==> src/rtl/level_sequencer_if.sv <==
// Link between the game-flow sequencer and the selected level instance.
// The sequencer is the master: it picks the level and drives its reset; the level reports win/lose.
interface level_sequencer_if;
    logic       level_win;
    logic       level_lose;
    logic [1:0] level_select;
    logic       level_reset_n;

    modport master (
        input  level_win,
        input  level_lose,
        output level_select,
        output level_reset_n
    );

    modport slave (
        output level_win,
        output level_lose,
        input  level_select,
        input  level_reset_n
    );
endinterface

==> src/rtl/level_sequencer.sv <==
// Game-flow FSM: title, level load, play, result screens, lives and game over/won.
// State encoding doubles as the VGA screen-mode code.
module level_sequencer #(
    parameter int unsigned NUM_LEVELS         = 3,
    parameter int unsigned LIVES              = 3,
    parameter int unsigned LEVEL_RESET_CYCLES = 4,
    parameter int unsigned RESULT_HOLD_CYCLES = 50_000_000
) (
    input  logic                vga_clock,
    input  logic                reset,
    input  logic                start_n,
    level_sequencer_if.master   lvl,
    output logic [2:0]          screen_mode,
    output logic [1:0]          lives_left,
    output logic                playing
);

    typedef enum logic [2:0] {
        StPlay     = 3'd0,
        StTitle    = 3'd1,
        StClear    = 3'd2,
        StDead     = 3'd3,
        StGameOver = 3'd4,
        StGameWon  = 3'd5,
        StLoad     = 3'd6
    } state_e;

    localparam logic [1:0]  LastLevel = 2'(NUM_LEVELS - 1);
    localparam logic [1:0]  FullLives = 2'(LIVES);
    localparam logic [31:0] LoadLast  = 32'(LEVEL_RESET_CYCLES - 1);
    localparam logic [31:0] HoldLoad  = 32'(RESULT_HOLD_CYCLES - 1);

    state_e      state_q, state_d;
    logic [1:0]  select_q, select_d;
    logic [1:0]  lives_q, lives_d;
    logic [31:0] timer_q, timer_d;
    logic [31:0] load_cnt_q, load_cnt_d;
    logic [2:0]  mode_q;
    logic        playing_q;
    logic        level_reset_n_q;
    // [0],[1] synchronize the pin; [2] is the previous synchronized value for edge detection.
    logic [2:0]  start_sync_q;
    logic        start_evt;

    assign start_evt = start_sync_q[2] & ~start_sync_q[1];

    always_comb begin
        state_d    = state_q;
        select_d   = select_q;
        lives_d    = lives_q;
        timer_d    = timer_q;
        load_cnt_d = load_cnt_q;
        case (state_q)
            StTitle: begin
                if (start_evt) begin
                    state_d    = StLoad;
                    select_d   = 2'd0;
                    lives_d    = FullLives;
                    load_cnt_d = 32'd0;
                end
            end
            StLoad: begin
                if (load_cnt_q >= LoadLast) begin
                    state_d = StPlay;
                end else begin
                    load_cnt_d = load_cnt_q + 32'd1;
                end
            end
            StPlay: begin
                // Win takes priority over a simultaneous lose.
                if (lvl.level_win) begin
                    state_d = StClear;
                    timer_d = HoldLoad;
                end else if (lvl.level_lose) begin
                    state_d = StDead;
                    timer_d = HoldLoad;
                end
            end
            StClear: begin
                if (timer_q == 32'd0) begin
                    if (select_q >= LastLevel) begin
                        state_d = StGameWon;
                    end else begin
                        state_d    = StLoad;
                        select_d   = select_q + 2'd1;
                        load_cnt_d = 32'd0;
                    end
                end else begin
                    timer_d = timer_q - 32'd1;
                end
            end
            StDead: begin
                if (timer_q == 32'd0) begin
                    if (lives_q <= 2'd1) begin
                        state_d = StGameOver;
                        lives_d = 2'd0;
                    end else begin
                        state_d    = StLoad;
                        lives_d    = lives_q - 2'd1;
                        load_cnt_d = 32'd0;
                    end
                end else begin
                    timer_d = timer_q - 32'd1;
                end
            end
            StGameOver, StGameWon: begin
                if (start_evt) begin
                    state_d = StTitle;
                end
            end
            default: state_d = StTitle;
        endcase
    end

    always_ff @(posedge vga_clock or negedge reset) begin
        if (!reset) begin
            state_q         <= StTitle;
            select_q        <= 2'd0;
            lives_q         <= FullLives;
            timer_q         <= 32'd0;
            load_cnt_q      <= 32'd0;
            mode_q          <= 3'd1;
            playing_q       <= 1'b0;
            level_reset_n_q <= 1'b0;
            start_sync_q    <= 3'b111;
        end else begin
            state_q         <= state_d;
            select_q        <= select_d;
            lives_q         <= lives_d;
            timer_q         <= timer_d;
            load_cnt_q      <= load_cnt_d;
            mode_q          <= state_d;
            playing_q       <= (state_d == StPlay);
            // Level stays out of reset on result screens so its last frame remains visible.
            level_reset_n_q <= (state_d == StPlay) || (state_d == StClear) || (state_d == StDead);
            start_sync_q    <= {start_sync_q[1:0], start_n};
        end
    end

    assign lvl.level_select  = select_q;
    assign lvl.level_reset_n = level_reset_n_q;
    assign screen_mode       = mode_q;
    assign lives_left        = lives_q;
    assign playing           = playing_q;

endmodule

==> src/flat_wrapper.sv <==
// flat-port wrapper written by rule: the top's interface ports become plain ports
module level_sequencer_flat 
#(
    parameter int unsigned NUM_LEVELS         = 3,
    parameter int unsigned LIVES              = 3,
    parameter int unsigned LEVEL_RESET_CYCLES = 4,
    parameter int unsigned RESULT_HOLD_CYCLES = 50_000_000
)
  (vga_clock, reset, start_n, screen_mode, lives_left, playing, lvl_level_win, lvl_level_lose, lvl_level_select, lvl_level_reset_n);
  level_sequencer_if lvl_i ();
  input  logic vga_clock;
  input  logic reset;
  input  logic start_n;
  output logic [2:0] screen_mode;
  output logic [1:0] lives_left;
  output logic playing;
  input wire logic [$bits(lvl_i.level_win)-1:0] lvl_level_win;
  input wire logic [$bits(lvl_i.level_lose)-1:0] lvl_level_lose;
  output wire logic [$bits(lvl_i.level_select)-1:0] lvl_level_select;
  output wire logic [$bits(lvl_i.level_reset_n)-1:0] lvl_level_reset_n;
  assign lvl_i.level_win = lvl_level_win;
  assign lvl_i.level_lose = lvl_level_lose;
  assign lvl_level_select = lvl_i.level_select;
  assign lvl_level_reset_n = lvl_i.level_reset_n;
  level_sequencer #(.NUM_LEVELS(NUM_LEVELS), .LIVES(LIVES), .LEVEL_RESET_CYCLES(LEVEL_RESET_CYCLES), .RESULT_HOLD_CYCLES(RESULT_HOLD_CYCLES)) u_core (.vga_clock(vga_clock), .reset(reset), .start_n(start_n), .lvl(lvl_i), .screen_mode(screen_mode), .lives_left(lives_left), .playing(playing));
endmodule
==> config.mk <==
export PLATFORM = sky130hd
export DESIGN_NAME = level_sequencer_flat
export DESIGN_NICKNAME = d
export VERILOG_FILES = /design/src/rtl/level_sequencer_if.sv /design/src/rtl/level_sequencer.sv /design/src/flat_wrapper.sv
export SDC_FILE = /design/constraint.sdc
export NUM_CORES = 1
export LEC_CHECK = 0
export CAP_MARGIN = 5
export CORE_ASPECT_RATIO = 0.8
export CORE_MARGIN = 2
export CORE_UTILIZATION = 45
export CTS_CLUSTER_SIZE = 14
export DETAILED_ROUTE_END_ITERATION = 10
export PLACE_DENSITY = 0.67
export REMOVE_ABC_BUFFERS = 1
export SLEW_MARGIN = 20
export SYNTH_ARGS = -nofsm -noshare
export SYNTH_HDL_FRONTEND = slang
export SYNTH_SLANG_ARGS = --single-unit
export TNS_END_PERCENT = 30
==> constraint.sdc <==
create_clock -name vga_clock -period 2.36 [get_ports vga_clock]
set_input_delay 0.236 -clock vga_clock [delete_from_list [all_inputs] [get_ports vga_clock]]
set_output_delay 0.236 -clock vga_clock [all_outputs]
set_load 0.01 [all_outputs]
* After elaboration in Yosys (flattened, before gate mapping)
Cells that the tools add are included.
** Cells by class
- Magnitude comparators :: 3
- Reductions and logical operators :: 15
- Mux-type cells :: 29
- Bitwise operators :: 2
- Equality and inequality tests :: 16
- $add $sub $neg :: 4
** Operators by type and width (number)
- 2-to-1 mux 32 bit :: 9
- case mux 32 bit (4 select lines) :: 1
- case mux 32 bit (2 select lines) :: 1
- adder 32 x 1 -> 32 bit (second input constant) :: 1
- >= comparator 32 x 2 -> 1 bit (second input constant) :: 1
- zero test 32 bit :: 1
- subtractor 32 x 1 -> 32 bit (second input constant) :: 1
- 2-to-1 mux 3 bit :: 7
- case mux 3 bit (6 select lines) :: 1
- 2-to-1 mux 2 bit :: 8
- equality test 3 x 2 -> 1 bit (second input constant) :: 4
- equality test 3 bit (second input constant) :: 3
- != test 2 bit (second input constant) :: 4
- case mux 2 bit (2 select lines) :: 2
- AND reduction 7 bit :: 1
- zero test 3 bit :: 2
- != test 2 x 1 -> 1 bit (second input constant) :: 3
- AND reduction 3 bit :: 2
- nonzero test 2 bit :: 3
- AND reduction 4 bit :: 1
- nonzero test 4 bit :: 1
- OR reduction 2 bit :: 2
- equality test 3 x 1 -> 1 bit (second input constant) :: 1
- != test 3 bit (second input constant) :: 1
- other kinds (7) :: 8
** Word-level totals
- Input bits :: 5
- Flip-flop bits (word level) :: 76
- Word-level logic and storage cells :: 77
- Output and inout bits :: 9

* Longest topological paths before layout
- Depth after elaboration :: 7
- Depth in mapped cells :: 10
- Gate-level depth less buffers :: 8

* Worst setup path before layout
OpenSTA, ideal clock, no wires.
- Path kind :: register to register
- Start point :: register u_core.timer_q[21]
- End point :: register u_core.load_cnt_q[0]
- Buffers on the path :: 2
- Path slack :: -0.237 ns
- Stages on the path, launching flop included :: 9
- Library setup time :: 0.125 ns
- Required time :: 2.235 ns
- Period minus slack after synthesis :: 2.597 ns
- Data arrival time :: 2.472 ns
- Path through :: dfrtp_1 or4_1 buf_2 or4_4 nor4_4 or2_1 buf_6 nand3_4 mux2_4
** Between the ends
- Cells in the longest elaborated chain, start to end :: 3
- Elaborated cells between the ends (all ways) :: 4
- Those cells by class :: 2 x eq/ne; 2 x reduce/logical
** RTL lines
- start, declared :: line level_sequencer.sv:36 : logic [31:0] timer_q, timer_d;
- start signal, assigned :: line level_sequencer.sv:130 : timer_q <= timer_d;
- zero test 32 bit * :: line level_sequencer.sv:80, level_sequencer.sv:93
- != test 2 x 1 -> 1 bit (no source line)
- AND reduction 7 bit (no source line) *
- end signal, assigned :: line level_sequencer.sv:131 : load_cnt_q <= load_cnt_d;
- end, declared :: line level_sequencer.sv:37 : logic [31:0] load_cnt_q, load_cnt_d;
Mark *: on every way between the ends. The rest lies on a longest branch, timed or not.
A chain may end at the register's enable or synchronous reset.

* Worst setup path in the final report
- Start point :: register u_core.timer_q[24]
- End point :: register u_core.load_cnt_q[0]
The elaborated chain is that of the path after synthesis.

==> flow_summary_export.csv <==
group,metric,value,unit
outcome,status,"finished, violations left",
outcome,violations,"negative setup slack",
run,drv_cap,0,
clock_network,cts.path.max_buffers,2,
clock_network,clock_sinks,76,
critical_path,r2r_slack,-170,ps
finish,area_growth,24.2,%
logic_synthesis,ys_ff_latch,76,
critical_path,arrival,2770,ps
logic_synthesis,yosys-top-cells-count,"70 x dfrtp_1, 66 x nor2_1, 30 x nand2_1",
logic_synthesis,netlist_top_cells_area,"dfrtp_1 43%, nor2_1 6.1%, xor2_1 4.5%",
floorplanning,coreArea,8600,sq um
clock_network,clk_latency,350,ps
sta,max_freq,0.395,GHz
critical_path,crit_required,2600,ps
critical_path,cp-end-kind,"flop",
finish,antenna_cells,0,
clock_network,clockRootBuffer,"clkbuf_8",
placement,gp_congestion,0.828,
finish,layout.nets,500,
global_route,antenna_found_initial,0,
floorplanning,die_y,88.9,um
critical_path,critPathKind,"flop to flop",
sta,min_period,2530,ps
route,avgViaCountPerCell,5.92,
logic_synthesis,synth_most_common_cell,"dfrtp_1",
route,top_layer,"met4",
route,routedWlPerCell,16.5,um
route,m1WireLength,4960,um
sta,slew_headroom,61.1,%
worst_hold_path,holdPathEnd,"u_core.start_sync_q[0]",
floorplanning,die_w,110,um
global_route,grt_pass1_wl,17500,um
floorplanning,start_util,47.1,%
route,route.antenna.remaining_nets,0,
placement,io_buffers,13,
critical_path,startpoint,"u_core.timer_q[24]",
finish,fin_cells,609,
logic_synthesis,async_flop_share,100,%
sta,finalHoldViolCount,0,
sta,min_period_over_period,107,%
clock_network,cts_tree,"done",
floorplanning,dieArea,9780,sq um
logic_synthesis,avgSynthCellArea,9.23,sq um
critical_path,r2r_end,"u_core.load_cnt_q[0]",
sta,finalSetupViolCount,34,
power_and_ir_drop,power.density,891,nW/um^2
sta,setup_slack,-170,ps
logic_synthesis,synth_ff_type,"dfrtp_1",
worst_hold_path,hp-class,"input pin to flop",
route,wirelength,10000,um
critical_path,cp_max_fo,4,
route,first_iter_violations,196,
worst_hold_path,hold_start,"start_n",
logic_synthesis,yosysTopAreaCellShare,43.2,%
route,drc,0,
global_route,grt_pass1_vias,3547,
route,dr.pass1.iters,4,
logic_synthesis,synth_area,4050,sq um
route,wl_met2,4430,um
critical_path,r2r_start,"u_core.timer_q[24]",
power_and_ir_drop,ir_worst_vdd,0.587,mV
finish,drive_gt1_share,20.9,%
logic_synthesis,syn_inst,439,
logic_synthesis,yosysTopAreaCell,"dfrtp_1",
sta,drv_slew,0,
critical_path,ff2ff_path_depth,6,
logic_synthesis,synth_cell_types,57,
placement,dp.cells,589,
logic_synthesis,synth-warning-count,0,
worst_hold_path,holdPathStages,1,
logic_synthesis,synth_seq_area_share,47.1,%
route,met3WireLength,530,um
floorplanning,ioPinCount,14,
placement,hpwl,6710,um
power_and_ir_drop,leakagePower,2.03,nW
clock_network,htree_levels,3,
sta,skew,7.19,ps
finish,utilization,58.5,%
global_route,track_usage,23.0,%
critical_path,cp-start-kind,"flop",
logic_synthesis,synth-edff-count,0,
route,vias,3605,
floorplanning,num_rows,30,
sta,rsz0062_at_grt,"yes",
clock_network,numCtsBuffers,9,
global_route,grt_max_degree,43,
sta,tightest_slew,577,ps
global_route,globalRoute.totalOverflow,0,
clock_network,clkTransAtPathRegs,80,ps
[repair_timing]
item | CTS | global route
hold buffers | 1 | 0
hold endpoints to repair | 28 | 0
buffers inserted | 2 | 0
endpoints found under the setup margin | 60 | 70
pin swaps | 13 | 7
cloned | 0 | 1
gates resized for setup | 16 | 12
[cells by family after synthesis]
| kind of cell | synth area share (%) |
|---|---|
| buf+inv | 4.11 |
| flops | 47.1 |
| mux | 0.618 |
| compound gates | 12.1 |
| xor+xnor | 4.76 |
| simple gates | 30.4 |
| fa+ha+maj | 0.927 |
[sequential cells by signal (all words and copies together), names as in the netlist]
| name | cells |
|---|---|
| u_core.load_cnt_q | 32 |
| u_core.timer_q | 32 |
| u_core.start_sync_q | 3 |
| u_core.state_q | 3 |
| u_core.lives_left | 2 |
| u_core.lvl.level_select | 2 |
| u_core.lvl.level_reset_n | 1 |
| u_core.playing | 1 |
[placed cells by master (no fill, tap or decap), types with 4 or more instances in the layout]
cell type | Yosys | routed
nor2_1 | 66 | 64
clkdlybuf4s50_1 | 0 | 12
nand3_1 | 27 | 26
dfrtp_1 | 70 | 70
and2_1 | 6 | 6
a31oi_1 | 15 | 15
inv_1 | 12 | 12
nor3_1 | 21 | 19
o21ai_0 | 15 | 14
dfstp_2 | 6 | 6
buf_6 | 3 | 4
and3_1 | 6 | 6
or3_1 | 7 | 7
or4_4 | 1 | 4
a41oi_1 | 10 | 9
nor4_1 | 18 | 17
xor2_1 | 21 | 20
buf_4 | 2 | 42
buf_12 | 0 | 4
clkbuf_8 | 0 | 10
nand4_1 | 14 | 14
a21oi_1 | 10 | 9
nand2_1 | 30 | 30
[layer usage]
layer	vias to the layer above	track usage, %
met1	1768	35.2
met4	0	7.02
met2	115	32.9
li1	1709	-
met5	-	0
met3	13	4.49
[worst max path at each step]
stage | endpoint | slack (ps)
5_1_grt | u_core.load_cnt_q[9] | -240
4_1_cts | u_core.load_cnt_q[17] | -170
3_5_place_dp | u_core.playing | -290
6_report | u_core.load_cnt_q[0] | -170
2_1_floorplan | u_core.load_cnt_q[10] | -750
3_3_place_gp | u_core.playing | -200
[where the power goes]
group | switching, mW | internal, mW | total (mW)
logic | 1.04 | 0.682 | 1.72
clock network | 0.507 | 0.731 | 1.24
registers | 0.118 | 1.41 | 1.53
total | 1.66 | 2.82 | 4.49
[layout make-up]
| cell class | instances | area, sq um |
|---|---|---|
| clock inverter | 6 | 111 |
| multi-input combinational | 328 | 2090 |
| fill | 718 | 3560 |
| sequential | 76 | 1910 |
| timing repair buffer | 64 | 596 |
| inverter | 13 | 48.8 |
| tap | 112 | 140 |
| clock buffer | 10 | 138 |
[worst max-delay path, stage by stage (launching register included)]
cell and delay (ps):
dfrtp_1 390, or4_4 540, or4_4 550, nor4_4 300, or2_4 250, nand3_4 90
mux2_4 300
[stage by stage]
stage / instance area, sq um / hold WS, ps / setup TNS (ps) / power, mW / setup WS [ps]
after global placement: 4600 / 215 / -5090 / 3.08 / -201
after CTS: 4960 / 275 / -4220 / 4.41 / -174
after detailed placement: 4600 / 219 / -6970 / 3.10 / -291
after floorplan: 3930 / -59.6 / -29090 / 2.36 / -748
final: 5030 / 285 / -4500 / 4.49 / -170
after global routing: 5030 / 301 / -8650 / 4.71 / -236
Note: power is estimated with default switching activity, not from simulation.
==> patch, RTL diff (same flow settings) <==
The output `playing` loses its register stage (`playing_q` becomes a continuous assignment).
--- a/src/rtl/level_sequencer.sv
+++ b/src/rtl/level_sequencer.sv
@@ -120,7 +120,6 @@
             timer_q         <= 32'd0;
             load_cnt_q      <= 32'd0;
             mode_q          <= 3'd1;
-            playing_q       <= 1'b0;
             level_reset_n_q <= 1'b0;
             start_sync_q    <= 3'b111;
         end else begin
@@ -130,12 +129,13 @@
             timer_q         <= timer_d;
             load_cnt_q      <= load_cnt_d;
             mode_q          <= state_d;
-            playing_q       <= (state_d == StPlay);
             // Level stays out of reset on result screens so its last frame remains visible.
             level_reset_n_q <= (state_d == StPlay) || (state_d == StClear) || (state_d == StDead);
             start_sync_q    <= {start_sync_q[1:0], start_n};
         end
     end
+
+    assign playing_q = (state_d == StPlay);
 
     assign lvl.level_select  = select_q;
     assign lvl.level_reset_n = level_reset_n_q;
Function: changed (Yosys sat finds a counterexample within 10 cycles, from zero or initial values and one cycle with reset low).
==> patch against the unedited design <==
- the run still ends with negative setup slack left
- non-clock buffer count up 36
- sequential cell count fell by 1
- area after synthesis fell by 1.7%
- first-iteration DRC count is 31% higher
- cell area is 3.5% higher
- worst setup slack better by 0.014 ns
- utilization increased by 2.6 points
- global-route usage fell by 0.96 points
- sequential share of layout area fell by 1.8 points
- routed wire length decreased by 0.56%
- register-to-register slack better by 0.09 ns
Power is not compared: it rests on default switching activity, and its combinational part moved more than twofold at a synthesized area within 25%.
==> patch: results (changes against the unedited design) <==
dpl cells = 592 (+0.51%)
Met3 Routed Length = 518 um (-2.3%)
post-DP HPWL = 6.62 mm (-1.2%)
Slew @ Worst Pin = 0.596 ns (+0.0189 ns)
DRT met1 WL = 4.72 mm (-4.9%)
Final GP Congestion = 0.843 (+1.9%)
M3 GR Usage = 0.0551 (+0.0101)
Global Route Usage Sum = 0.221 (-0.00956)
worst setup margin = -0.156 ns (+0.0143 ns)
crit path DAT = 2.28 ns (-0.49 ns)
Final Setup Violations = 32 (-5.9%)
Setup TNS Final = -1.52 ns (+2.98 ns)
Avg Cell Area, Syn = 9.69 sq um (+5.0%)
top cells by area, synth = dfrtp_1, xor2_1, nor2_1
pre-CTS setup slack = -0.304 ns (-0.0123 ns)
worst r2r path cells = 8 (+2)
Post-synth top cells = dfrtp_1, nor2_1, nand2_1
sequential element share of the synthesized area = 0.473 (+0.00201)
Netlist cell types = 59 (+3.5%)
failing checks = negative setup slack
Iter 0 DRT Violations = 257 (+31%)
clock skew = 0.00953 ns (+0.00234 ns)
Via Count = 3537 (-1.9%)
routed length per instance = 16.2 um (-2.0%)
status = finished with violations
Final #Nets = 509 (+1.8%)
post-CTS setup buffers = 4 (+2)
Min-Delay Path Class = in -> reg
layout cell share with drive strength beyond 1 = 0.294 (+0.0852)
Routed WL = 9.99 mm (-0.56%)
first-pass GRT wire length = 16.5 mm (-5.5%)
met1 Use GR = 0.320 (-0.0320)
==> patch: cell count changes after synthesis, sizes merged, moves of 5 or more <==
cell and delta:
a21oi +11, buf +5, clkbuf -6, nand2 +5, nand3 -17, nor2 -20
nor2b +5, o2111ai +5, o211ai +7, o21ai -6
==> patch: kinds of logic after synthesis <==
kind of cell | Yosys count | share of synthesized area
and+or+nand+nor | 190 | 0.267
AOI/OAI and AO/OA | 84 | 0.147
DFF | 75 | 0.473
buffers and inverters | 32 | 0.0434
xor gates and xnor gates | 25 | 0.0550
adders and majority gates | 3 | 0.00943
muxes | 2 | 0.00534
==> patch: path summary, 6_finish.rpt <==
| check | startpoint | endpoint | slack, ns |
|---|---|---|---|
| max | u_core.timer_q[13] | playing | -0.16 |
| min | start_n | u_core.start_sync_q[0] | 0.30 |
| max reg2reg | u_core.timer_q[13] | u_core.load_cnt_q[19] | -0.08 |
| min reg2reg | u_core.start_sync_q[0] | u_core.start_sync_q[1] | 0.36 |
| max in group asynchronous | reset | u_core.timer_q[24] | 1.41 |
| min in group asynchronous | reset | u_core.timer_q[0] | 0.38 |
==> patch: through the flow <==
step | area, sq um | util
finish | 5210 | 0.611
global route | 5210 | 0.611
CTS | 5040 | 0.592
detailed placement | 4720 | 0.554
global placement | 4720 | 0.554
floorplan | 3850 | -
==> patch: final cells by class <==
cell class / count / area, sq um
Fill cell: 689 / 3310
Inverter: 11 / 41.3
Clock inverter: 5 / 56.3
Clock buffer: 11 / 131
Multi-Input combinational cell: 304 / 2080
Timing Repair Buffer: 100 / 881
Tap cell: 112 / 140
Sequential cell: 75 / 1880
==> patch: critical path: stages, from the launching register on <==
cell,delay (ns)
dfrtp_1,0.39
or4_4,0.57
nor2_4,0.16
and3_4,0.24
o31ai_2,0.07
o2bb2ai_1,0.14
nor3_2,0.21
buf_2,0.16
